$ cat src/rtl/sum_stream_pkg.sv
// Shared types and arithmetic for the running-sum delta decoder.
// Holds the FSM state enum, a default-width FIFO entry and the modular subtract helper.
package sum_stream_pkg;

  localparam int DEFAULT_WIDTH = 8;
  localparam int MAX_WIDTH     = 64;

  typedef enum logic {
    SYNC,
    RUN
  } state_t;

  typedef struct packed {
    logic                     first;
    logic [DEFAULT_WIDTH-1:0] delta;
  } sum_entry_t;

  // Callers truncate the result to their own width; the low bits are the modular difference.
  function automatic logic [MAX_WIDTH-1:0] sum_delta(input logic [MAX_WIDTH-1:0] a,
                                                     input logic [MAX_WIDTH-1:0] b);
    return a - b;
  endfunction

endpackage

$ cat src/rtl/sum_delta_decoder_if.sv
// Producer/consumer bundle of the delta decoder: sum input handshake and delta output handshake.
// The decoder uses the slave view; the driving environment uses the master view.
interface sum_delta_decoder_if #(
  parameter int WIDTH = 8,
  parameter int CNT_W = 16
);

  logic             IN_valid;
  logic             OUT_ready;
  logic [WIDTH-1:0] IN_sum;
  logic             IN_restart;
  logic             OUT_valid;
  logic             IN_ready;
  logic [WIDTH-1:0] OUT_delta;
  logic             OUT_first;
  logic [CNT_W-1:0] OUT_count;

  modport slave (
    input  IN_valid, IN_sum, IN_restart, IN_ready,
    output OUT_ready, OUT_valid, OUT_delta, OUT_first, OUT_count
  );

  modport master (
    output IN_valid, IN_sum, IN_restart, IN_ready,
    input  OUT_ready, OUT_valid, OUT_delta, OUT_first, OUT_count
  );

endinterface

$ cat src/rtl/sum_entry_fifo.sv
// Circular-buffer FIFO of decoded entries; extra pointer MSB separates full from empty.
// The head reads zero while empty so downstream never sees stale storage.
module sum_entry_fifo #(
  parameter int  DEPTH   = 2,
  parameter type entry_t = sum_stream_pkg::sum_entry_t
) (
  input  logic   clk,
  input  logic   rst_n,
  input  logic   push_i,
  input  entry_t entry_i,
  input  logic   pop_i,
  output entry_t head_o,
  output logic   full_o,
  output logic   empty_o
);

  localparam int AW = $clog2(DEPTH);

  logic [AW:0] wr_ptr_q;
  logic [AW:0] rd_ptr_q;
  entry_t      mem_q [DEPTH];

  // NOTE: storage has no reset; pointers alone decide which slots are live.
  always_ff @(posedge clk) begin
    if (push_i) mem_q[wr_ptr_q[AW-1:0]] <= entry_i;
  end

  always_ff @(posedge clk or negedge rst_n) begin
    if (!rst_n) begin
      wr_ptr_q <= '0;
      rd_ptr_q <= '0;
    end else begin
      if (push_i) wr_ptr_q <= wr_ptr_q + (AW+1)'(1);
      if (pop_i)  rd_ptr_q <= rd_ptr_q + (AW+1)'(1);
    end
  end

  assign empty_o = (wr_ptr_q == rd_ptr_q);
  assign full_o  = (wr_ptr_q[AW] != rd_ptr_q[AW]) &&
                   (wr_ptr_q[AW-1:0] == rd_ptr_q[AW-1:0]);
  assign head_o  = empty_o ? '0 : mem_q[rd_ptr_q[AW-1:0]];

endmodule

$ cat src/rtl/sum_delta_decoder.sv
// Turns a stream of running sums back into per-sample increments, queued in a small output FIFO.
// The first sample after reset or restart has no predecessor and is passed through flagged first.
module sum_delta_decoder
  import sum_stream_pkg::*;
#(
  parameter int WIDTH = 8,
  parameter int DEPTH = 2,
  parameter int CNT_W = 16
) (
  input  logic                IN_clk,
  input  logic                IN_rst_n,
  sum_delta_decoder_if.slave  bus
);

  typedef struct packed {
    logic             first;
    logic [WIDTH-1:0] delta;
  } entry_t;

  state_t           state_q;
  logic [WIDTH-1:0] prev_q;
  logic [CNT_W-1:0] count_q;
  entry_t           entry_d;
  entry_t           head;
  logic             first_d;
  logic             accept;
  logic             pop;
  logic             full;
  logic             empty;

  assign pop           = !empty && bus.IN_ready;
  // Pass-through at full: a pop in the same cycle frees the slot being written.
  assign bus.OUT_ready = IN_rst_n && (!full || pop);
  assign accept        = bus.IN_valid && bus.OUT_ready;

  // NOTE: every field gets a value on every path so no latch is inferred.
  always_comb begin
    first_d       = (state_q == SYNC) || bus.IN_restart;
    entry_d.first = first_d;
    entry_d.delta = first_d ? bus.IN_sum
                            : WIDTH'(sum_delta(MAX_WIDTH'(bus.IN_sum), MAX_WIDTH'(prev_q)));
  end

  // NOTE: state uses non-blocking assignments so every register samples pre-edge values.
  always_ff @(posedge IN_clk or negedge IN_rst_n) begin
    if (!IN_rst_n) begin
      state_q <= SYNC;
      prev_q  <= '0;
    end else if (accept) begin
      prev_q  <= bus.IN_sum;
      state_q <= RUN;
    end else if (bus.IN_restart) begin
      state_q <= SYNC;
    end
  end

  always_ff @(posedge IN_clk or negedge IN_rst_n) begin
    if (!IN_rst_n)                count_q <= '0;
    else if (pop && count_q != '1) count_q <= count_q + CNT_W'(1);
  end

  sum_entry_fifo #(
    .DEPTH   (DEPTH),
    .entry_t (entry_t)
  ) u_fifo (
    .clk     (IN_clk),
    .rst_n   (IN_rst_n),
    .push_i  (accept),
    .entry_i (entry_d),
    .pop_i   (pop),
    .head_o  (head),
    .full_o  (full),
    .empty_o (empty)
  );

  assign bus.OUT_valid = !empty;
  assign bus.OUT_delta = head.delta;
  assign bus.OUT_first = head.first;
  assign bus.OUT_count = count_q;

endmodule
$ cat src/flat_wrapper.sv
// flat-port wrapper written by rule: the top's interface ports become plain ports
module sum_delta_decoder_flat import sum_stream_pkg::*;
#(
  parameter int WIDTH = 8,
  parameter int DEPTH = 2,
  parameter int CNT_W = 16
)
  (IN_clk, IN_rst_n, bus_IN_valid, bus_IN_sum, bus_IN_restart, bus_IN_ready, bus_OUT_ready, bus_OUT_valid, bus_OUT_delta, bus_OUT_first, bus_OUT_count);
  sum_delta_decoder_if #(.WIDTH(WIDTH), .CNT_W(CNT_W)) bus_i ();
  input  logic IN_clk;
  input  logic IN_rst_n;
  input wire logic [$bits(bus_i.IN_valid)-1:0] bus_IN_valid;
  input wire logic [$bits(bus_i.IN_sum)-1:0] bus_IN_sum;
  input wire logic [$bits(bus_i.IN_restart)-1:0] bus_IN_restart;
  input wire logic [$bits(bus_i.IN_ready)-1:0] bus_IN_ready;
  output wire logic [$bits(bus_i.OUT_ready)-1:0] bus_OUT_ready;
  output wire logic [$bits(bus_i.OUT_valid)-1:0] bus_OUT_valid;
  output wire logic [$bits(bus_i.OUT_delta)-1:0] bus_OUT_delta;
  output wire logic [$bits(bus_i.OUT_first)-1:0] bus_OUT_first;
  output wire logic [$bits(bus_i.OUT_count)-1:0] bus_OUT_count;
  assign bus_i.IN_valid = bus_IN_valid;
  assign bus_i.IN_sum = bus_IN_sum;
  assign bus_i.IN_restart = bus_IN_restart;
  assign bus_i.IN_ready = bus_IN_ready;
  assign bus_OUT_ready = bus_i.OUT_ready;
  assign bus_OUT_valid = bus_i.OUT_valid;
  assign bus_OUT_delta = bus_i.OUT_delta;
  assign bus_OUT_first = bus_i.OUT_first;
  assign bus_OUT_count = bus_i.OUT_count;
  sum_delta_decoder #(.WIDTH(WIDTH), .DEPTH(DEPTH), .CNT_W(CNT_W)) u_core (.IN_clk(IN_clk), .IN_rst_n(IN_rst_n), .bus(bus_i));
endmodule
$ cat config.mk
export PLATFORM = sky130hd
export DESIGN_NAME = sum_delta_decoder_flat
export DESIGN_NICKNAME = d
export VERILOG_FILES = /design/src/rtl/sum_stream_pkg.sv /design/src/rtl/sum_delta_decoder_if.sv /design/src/rtl/sum_entry_fifo.sv /design/src/rtl/sum_delta_decoder.sv /design/src/flat_wrapper.sv
export SDC_FILE = /design/constraint.sdc
export NUM_CORES = 1
export LEC_CHECK = 0
export CORE_UTILIZATION = 40
export CTS_CLUSTER_DIAMETER = 150
export CTS_CLUSTER_SIZE = 10
export DETAILED_ROUTE_END_ITERATION = 7
export SYNTH_ARGS = -nofsm -noshare
export SYNTH_HDL_FRONTEND = slang
export SYNTH_SLANG_ARGS = --single-unit
$ cat constraint.sdc
create_clock -name IN_clk -period 2.95 [get_ports IN_clk]
set_clock_uncertainty 0.2 [all_clocks]
set_input_delay 0.295 -clock IN_clk [delete_from_list [all_inputs] [get_ports IN_clk]]
set_output_delay 0.295 -clock IN_clk [all_outputs]
set_load 0.005 [all_outputs]
Yosys cells after proc, flatten, opt, wreduce, memory -nomap -nowiden
Memories as Yosys holds them, arrays and structs flattened.
Cells that the tools add are included.

word-level totals
  bits of input ports = 13
  logic and storage cells = 31
  register bits after elaboration = 29
  RAM bits = 18
  output and inout port bits = 27
  memories kept = 1

cells by class
  $add $sub $neg = 4
  equality and inequality tests = 4
  mux-type cells = 6
  reduce and logical (&&, ||, !) cells = 10
  bitwise logic cells = 1

memory list
  memory               depth  width  rd ports  clocked after memory_dff  wr ports  line                  RTL
  u_core.u_fifo.mem_q  2      9      1         0                         1         sum_entry_fifo.sv:21  entry_t mem_q [DEPTH];

operators with widths
  kind                     count
  $add A16 B1 Y16 const B  1
  $ne A16 B16 Y1 const B   1
  $mux W9                  1
  $mux W8                  1
  $sub A8 B8 Y8            1
  $logic_and A1 B1 Y1      5
  $add A2 B1 Y2 const B    2
  $mux W1                  4
  $eq A2 B2 Y1             1
  $logic_not A1 Y1         2
  $logic_or A1 B1 Y1       2
  $reduce_bool A2 Y1       1
  $eq A1 B1 Y1             1
  $ne A1 B1 Y1             1
  $not A1 Y1               1

Logic depth before layout (Yosys ltp)
  word-level depth = 8
  gate-level depth with buffers = 9
  depth with buffers taken out = 9

Modules after synthesis
Synthesis repeated with hierarchy kept, for this count alone.

unflattened totals
  cell total of the unflattened synthesis = 217
  area total of the unflattened synthesis = 2461.1 um2

modules (own cells, without submodules)
  module             cells each  area each (um2)  seq. area each (um2)  instances
  sum_delta_decoder  163         1540.2           625.6                 1
  sum_entry_fifo     54          920.9            640.6                 1

Least setup slack after synthesis
Ideal clock, no wire load.

  kind = register to register
  start point = register u_core.u_fifo.wr_ptr_q[0]
  end point = memory u_core.u_fifo.mem_q[0][0] in the netlist's numbering, enable pin
  period minus slack after synthesis = 2.197 ns
  stages on the path, launching flop included = 7
  arrival time = 1.623 ns
  data required time = 2.376 ns
  buffers on the path = 1
  setup slack = 0.753 ns
  setup time = 0.374 ns
  cells stage by stage = dfrtp_1 > xor2_1 > nor2_1 > a21boi_1 > nand2_1 > buf_2 > nor2_1

between the ends
  longest elaborated chain between the ends = 8
  elaborated cells between the ends (all ways) = 11
  classes of those cells = eq/ne: 2; mux: 2; reduce/logical: 7

RTL lines
  element                                                         line                                              RTL
  start: declaration                                              sum_entry_fifo.sv:19                              logic [AW:0] wr_ptr_q;
  start signal: assignment                                        sum_entry_fifo.sv:33                              if (push_i) wr_ptr_q <= wr_ptr_q + (AW+1)'(1);
  $eq A2 B2 Y1 / $eq A1 B1 Y1 (equally long branches)             sum_entry_fifo.sv:38, sum_entry_fifo.sv:40
  $logic_not A1 Y1 / $logic_and A1 B1 Y1 (equally long branches)  sum_delta_decoder.sv:31, sum_entry_fifo.sv:39
  $logic_and A1 B1 Y1 / $logic_not A1 Y1 (equally long branches)  sum_delta_decoder.sv:31, sum_delta_decoder.sv:33
  $logic_or A1 B1 Y1 *                                            sum_delta_decoder.sv:33                           assign bus.OUT_ready = IN_rst_n && (!full || pop);
  $logic_and A1 B1 Y1 *                                           sum_delta_decoder.sv:33
  via bus_OUT_ready                                               flat_wrapper.sv:16                                output wire logic [$bits(bus_i.OUT_ready)-1:0] bus_OUT_ready;
  $logic_and A1 B1 Y1 *                                           sum_delta_decoder.sv:34                           assign accept = bus.IN_valid && bus.OUT_ready;
  $mux W1 *                                                       sum_entry_fifo.sv:25                              if (push_i) mem_q[wr_ptr_q[AW-1:0]] <= entry_i;
  $mux W1 (implied by the code) *                                 sum_entry_fifo.sv:25
  end: declaration                                                sum_entry_fifo.sv:21

Mark *: on every way through the listed nets, which the timed path passes. The rest lies on a longest branch.

Worst setup path in the final report
  start point = register u_core.u_fifo.rd_ptr_q[1]
  end point = output bus_OUT_delta[1]

between the ends
  longest elaborated chain between the ends = 2

RTL lines
  element                   line                  RTL
  start: declaration        sum_entry_fifo.sv:20  logic [AW:0] rd_ptr_q;
  start signal: assignment  sum_entry_fifo.sv:34  if (pop_i) rd_ptr_q <= rd_ptr_q + (AW+1)'(1);
  $eq A2 B2 Y1              sum_entry_fifo.sv:38  assign empty_o = (wr_ptr_q == rd_ptr_q);
  $mux W9                   sum_entry_fifo.sv:41  assign head_o = empty_o ? '0 : mem_q[rd_ptr_q[AW-1:0]];
  end: declaration          flat_wrapper.sv:18    output wire logic [$bits(bus_i.OUT_delta)-1:0] bus_OUT_delta;

No other way between the ends.

==> run summary <==
Post-route ant nets = 0
CP arrival = 2040 ps
Placed inst area = 2859 sq um
Area of the core = 5608 sq um
Avg Inst Size Synth = 11.52 sq um
Sequential share of the synthesized area = 0.5338
Router iterations before antenna repair = 4
Worst Path Max Fanout = 10
Worst setup EP type = primary output
Final hold viol count = 0
Clock power share = 0.151
Pin count of the biggest net entering global routing = 30
Total number of vias = 1627
Worst Setup Path Type = reg -> out
Count leader, synth = dfrtp_1
Routed vias/inst = 5.022
Final Setup Violations = 0
GR Overflow Total = 0
Initial antenna violation count = 0
Design Area, Final = 2948 sq um
Antenna fix cells = 0
Fin Setup TNS = 0 ps
Synth cell types = 39
Main flop type after synthesis = dfrtp_1
I/O pins = 40
P_int = 1.657 mW
Status = finished, final reports clean
Final net count = 273
Layout area overhead = 24.26%
LEAKAGE = 1.189 nW
Logic gate share of total power = 0.465
CTS buffer count = 5
Yosys top cell area share = 0.3059
Worst vdd ir = 0.4597 mV
Slew Viols, Final = 0
WP data required = 2460 ps
Overall power = 2.540 mW
Total Routing Usage GR = 0.1514
Max Cap Violations = 0
Reg2reg path depth = 8
Die area = 6243 sq um
Dpl hpwl = 3.133 mm
Synth Instances = 206
Psw = 0.8830 mW
Routed length per placed instance = 13.20 um
H-tree Lvls = 2
Layout Utilization = 0.5257
Vias in the first global route = 1542
Sw frac = 0.3476
Post-CTS Setup Bufs = 0
Slew @ Worst Pin = 638.2 ps
Drt total wl = 4.277 mm
DIE WIDTH = 79.01 um
Seq pwr share = 0.384
WHS = 280.1 ps
Slew margin rel. = 0.5730
Pwr dens = 861.7 nW/um^2
Startpoint types = flip-flop
Class of the worst hold path = in -> async
Syn Nets = 228
Fmax = 394.1 MHz
Clock-pin slew on the worst setup and hold paths = 90 ps
Syn. warnings = 0
Synth cell count leaders = dfrtp_1, edfxtp_1, nor2_1
Chip height = 79.01 um
# DRC = 0
Max Root-Sink Buffers = 2
Initial core utilization = 0.4230
Resized Gates After CTS = 0
CTS tree = done
RSZ-0062 raised after global routing = false
Clock latency on the worst-skew pair = 300 ps
FFs w/ async S/R, synth = 0.6170
GPL Wtd Cong = 0.7756
Final period util = 0.8602
Sink Count = 47
Synthesized area = 2372 sq um
Row count = 27
Reg2reg start = u_core.prev_q[0]
DR iter-0 viols = 42
Port Buf Inserts = 39
Seq cells post-synth = 47
First-pass GRT wire length = 7.279 mm
Crit path from = u_core.u_fifo.rd_ptr_q[1]
Yosys top cell by area = dfrtp_1
Post-synth EDFFs = 18
Final min period = 2538 ps
Hold Buf Count CTS = 0
Synth top area cells = dfrtp_1, edfxtp_1, xnor2_1, ha_1, mux2i_1
Layout cells sized above 1 = 0.07540
Root buffer cell = clkbuf_8
[power groups by stage]
stage | Clock, mW | Combinational (mW) | Sequential, mW
final | 0.385 | 1.18 | 0.974
after CTS | 0.399 | 1.20 | 0.976
after global placement | 0 | 1.19 | 0.987
after detailed placement | 0 | 1.19 | 0.991
after floorplan | 0 | 0.710 | 0.973
after global routing | 0.425 | 1.32 | 1.00
[final timing paths]
check / end / slack, ps
max reg2reg: u_core.u_fifo.mem_q[0][6] / 720
min in group IN_clk: u_core.u_fifo.wr_ptr_q[1] / 300
min reg2reg: u_core.u_fifo.wr_ptr_q[1] / 300
max: bus_OUT_delta[1] / 410
min: u_core.prev_q[7] / 280
max in group asynchronous: u_core.u_fifo.wr_ptr_q[0] / 1980
[cells in the final DEF, fill, tap and decap left out, types with 3 or more instances in the layout]
master and count:
xor2_1 10, edfxtp_1 18, nand3_1 8, ha_1 8, inv_1 11, o21ai_0 11, mux2_1 7, a21oi_1 5
clkdlybuf4s50_1 39, mux2_2 3, nor3_1 3, dfrtp_1 29, nor2_1 18, nand2_1 17, buf_4 3, xnor2_1 16
clkbuf_8 5, nand4_1 4, mux2i_1 9
[cells by family after synthesis]
group           Yosys count  share of synthesized area
compound gates           26                    0.07384
xor+xnor                 26                    0.09599
fa+ha+maj                 9                    0.05063
buf+inv                  15                    0.02426
flops                    47                     0.5338
mux                      19                    0.08545
simple gates             64                     0.1361
[sequential cells by signal (all words and copies together), names as in the netlist]
signal,count
u_core.u_fifo.mem_q,18
u_core.bus.OUT_count,16
u_core.prev_q,8
u_core.u_fifo.rd_ptr_q,2
u_core.u_fifo.wr_ptr_q,2
u_core.state_q,1
[through the flow]
stage / std cells / setup slack (ps)
5_1_grt: 324 / 256.1
4_1_cts: 324 / 366.6
3_5_place_dp: 316 / 285.5
2_1_floorplan: 206 / 753.0
3_3_place_gp: 316 / 347.6
6_report: 324 / 412.3
[per-layer routing]
metal / vias up / track usage / wire [um]
li1: 814 / - / -
met1: 778 / 0.2112 / 2197
met2: 30 / 0.2319 / 1876
met3: 5 / 0.02989 / 134
met4: 0 / 0.05818 / 68
met5: - / 0 / 0
[cell type report]
class                      instances  area, sq um
sequential                        47         1266
fill                             513         2660
multi-input combinational        144         1049
inverter                          11        41.29
clock inverter                     3        20.02
clock buffer                       5        68.82
tap                               72        90.09
timing repair buffer              42        412.9
[worst max-delay path, stage by stage, from the launching register on]
cell,delay [ps]
dfrtp_1,400
xor2_1,200
nor2_1,520
nor2_1,150
clkdlybuf4s50_1,470
Note: power is estimated with default switching activity, not from simulation.
==> patch, RTL diff (same flow settings) <==
Reset style: synchronous (`IN_rst_n` and `rst_n`), changed in 3 clocked blocks.
--- a/src/rtl/sum_entry_fifo.sv
+++ b/src/rtl/sum_entry_fifo.sv
@@ -27,3 +27,3 @@
 
-  always_ff @(posedge clk or negedge rst_n) begin
+  always_ff @(posedge clk) begin
     if (!rst_n) begin
--- a/src/rtl/sum_delta_decoder.sv
+++ b/src/rtl/sum_delta_decoder.sv
@@ -44,3 +44,3 @@
   // NOTE: state uses non-blocking assignments so every register samples pre-edge values.
-  always_ff @(posedge IN_clk or negedge IN_rst_n) begin
+  always_ff @(posedge IN_clk) begin
     if (!IN_rst_n) begin
@@ -56,3 +56,3 @@
 
-  always_ff @(posedge IN_clk or negedge IN_rst_n) begin
+  always_ff @(posedge IN_clk) begin
     if (!IN_rst_n)                count_q <= '0;
Check against the original RTL: differs if IN_rst_n is asserted again (counterexample within 4 cycles, from zero or initial values and one cycle with IN_rst_n low); with IN_rst_n held inactive, the same outputs for 10 cycles.
==> patch against the original RTL <==
- synthesized cell count grew 23%
- worst hold slack lost 17 ps
- sequential cell count grew 1
- wire length grew 10%
- die area grew 3.3%
- final cell count grew 15%
- first-iteration DRC count grew to 2.5 times the old value
- critical path type is now input port to flop
- worst setup slack gained 64 ps
- highest routed layer unchanged
- final area grew 3.5%
- count of clock-buffer cells in the layout is the same
- area after synthesis grew 3.4%
Power is not compared: it rests on default switching activity, and its combinational part moved more than twofold at a synthesized area within 25%.
==> patch: results (changes against the original RTL) <==
metric,value,unit,change
grt.total_usage,15.91,%,+0.77 points
grt_pass1_vias,1624,,+5.3%
via_per_inst,4.981,,-0.80%
drtIter0Drc,107,,+150%
cp_data_arrival_time,2330,ps,+290 ps
crit_path_start,bus_IN_sum[6],,
worstReg2RegStart,u_core.prev_q[6]$_SDFFE_PN0P_,,
place_hpwl,3250,µm,+3.7%
grt_max_degree,39,,+30%
cp_max_fo,5,,-5
placed_area,2939,µm²,+2.8%
layout.nets,318,,+16%
num-fill-cells,571,,+11%
synthTopCellsByCount,"nand2_1, dfxtp_1, o21ai_0",,
grt_pass1_wl,7810,µm,+7.3%
status,completed,,
final_util,51.52,%,-1.0 points
place.gp.congestion,0.7769,,+0.17%
drive_gt1_share,6.397,%,-1.1 points
ys.flop_type,dfxtp_1,,
yosysSeqAreaShare,46.51,%,-6.9 points
wirelength,4722,µm,+10%
min_path_type,flop to flop,,
slew_headroom,64.50,%,+7.2 points
synthArstFlopShare,0,%,-62 points
syn_nets,276,,+21%
-- patch: cell families after synthesis --
group           share of synthesized area (%)
fa+ha+maj                               4.896
simple gates                            21.27
mux                                     6.527
compound gates                          10.76
xor+xnor                                6.731
buf+inv                                 3.315
flops                                   46.51
-- patch: worst paths after layout --
kind                                               to  slack (ps)  cells after the start
setup / recovery  u_core.u_fifo.mem_q[0][7]$_DFFE_PP_         480                      7
hold / removal          u_core.prev_q[5]$_SDFFE_PN0P_         260                      2
setup reg to reg  u_core.u_fifo.mem_q[0][7]$_DFFE_PP_         580                      7
hold reg to reg         u_core.prev_q[5]$_SDFFE_PN0P_         260                      2
-- patch: per-stage QoR --
step,setup WS [ps],hold slack (ps),cells
2_1_floorplan,714.8,203.6,254
3_3_place_gp,198.0,246.5,364
3_5_place_dp,160.5,252.9,364
4_1_cts,493.0,266.6,372
5_1_grt,356.0,284.8,372
6_report,476.5,262.9,372
-- patch: where the power goes --
group          switching [mW]  leakage (nW)  total, mW  internal, mW
registers              0.0514         0.409      0.788         0.737
clock network           0.228        0.0503      0.479         0.250
logic                   0.197         0.742      0.437         0.240
total                   0.477          1.20       1.70          1.23
-- patch: critical path: stages --
cell and delay (ps):
clkdlybuf4s50_1 450, ha_1 390, a21o_1 200, or4_1 390
or3_1 310, o311a_1 140, xnor2_1 150
-- patch: layout make-up --
type / count / share of cell area, %
Clock inverter: 3 / 1.395
Tap cell: 75 / 3.076
Clock buffer: 5 / 2.256
Inverter: 12 / 1.477
Sequential cell: 48 / 37.41
Timing Repair Buffer: 44 / 14.03
Multi-Input combinational cell: 185 / 40.36
-- patch: metal layers --
metal  vias up  wire, µm  track usage, %
li1        959         -               -
met1       854      2515           22.95
met2        31      1984           23.59
met3         9       146           3.068
met4         0        75           5.357
met5         -         0               0
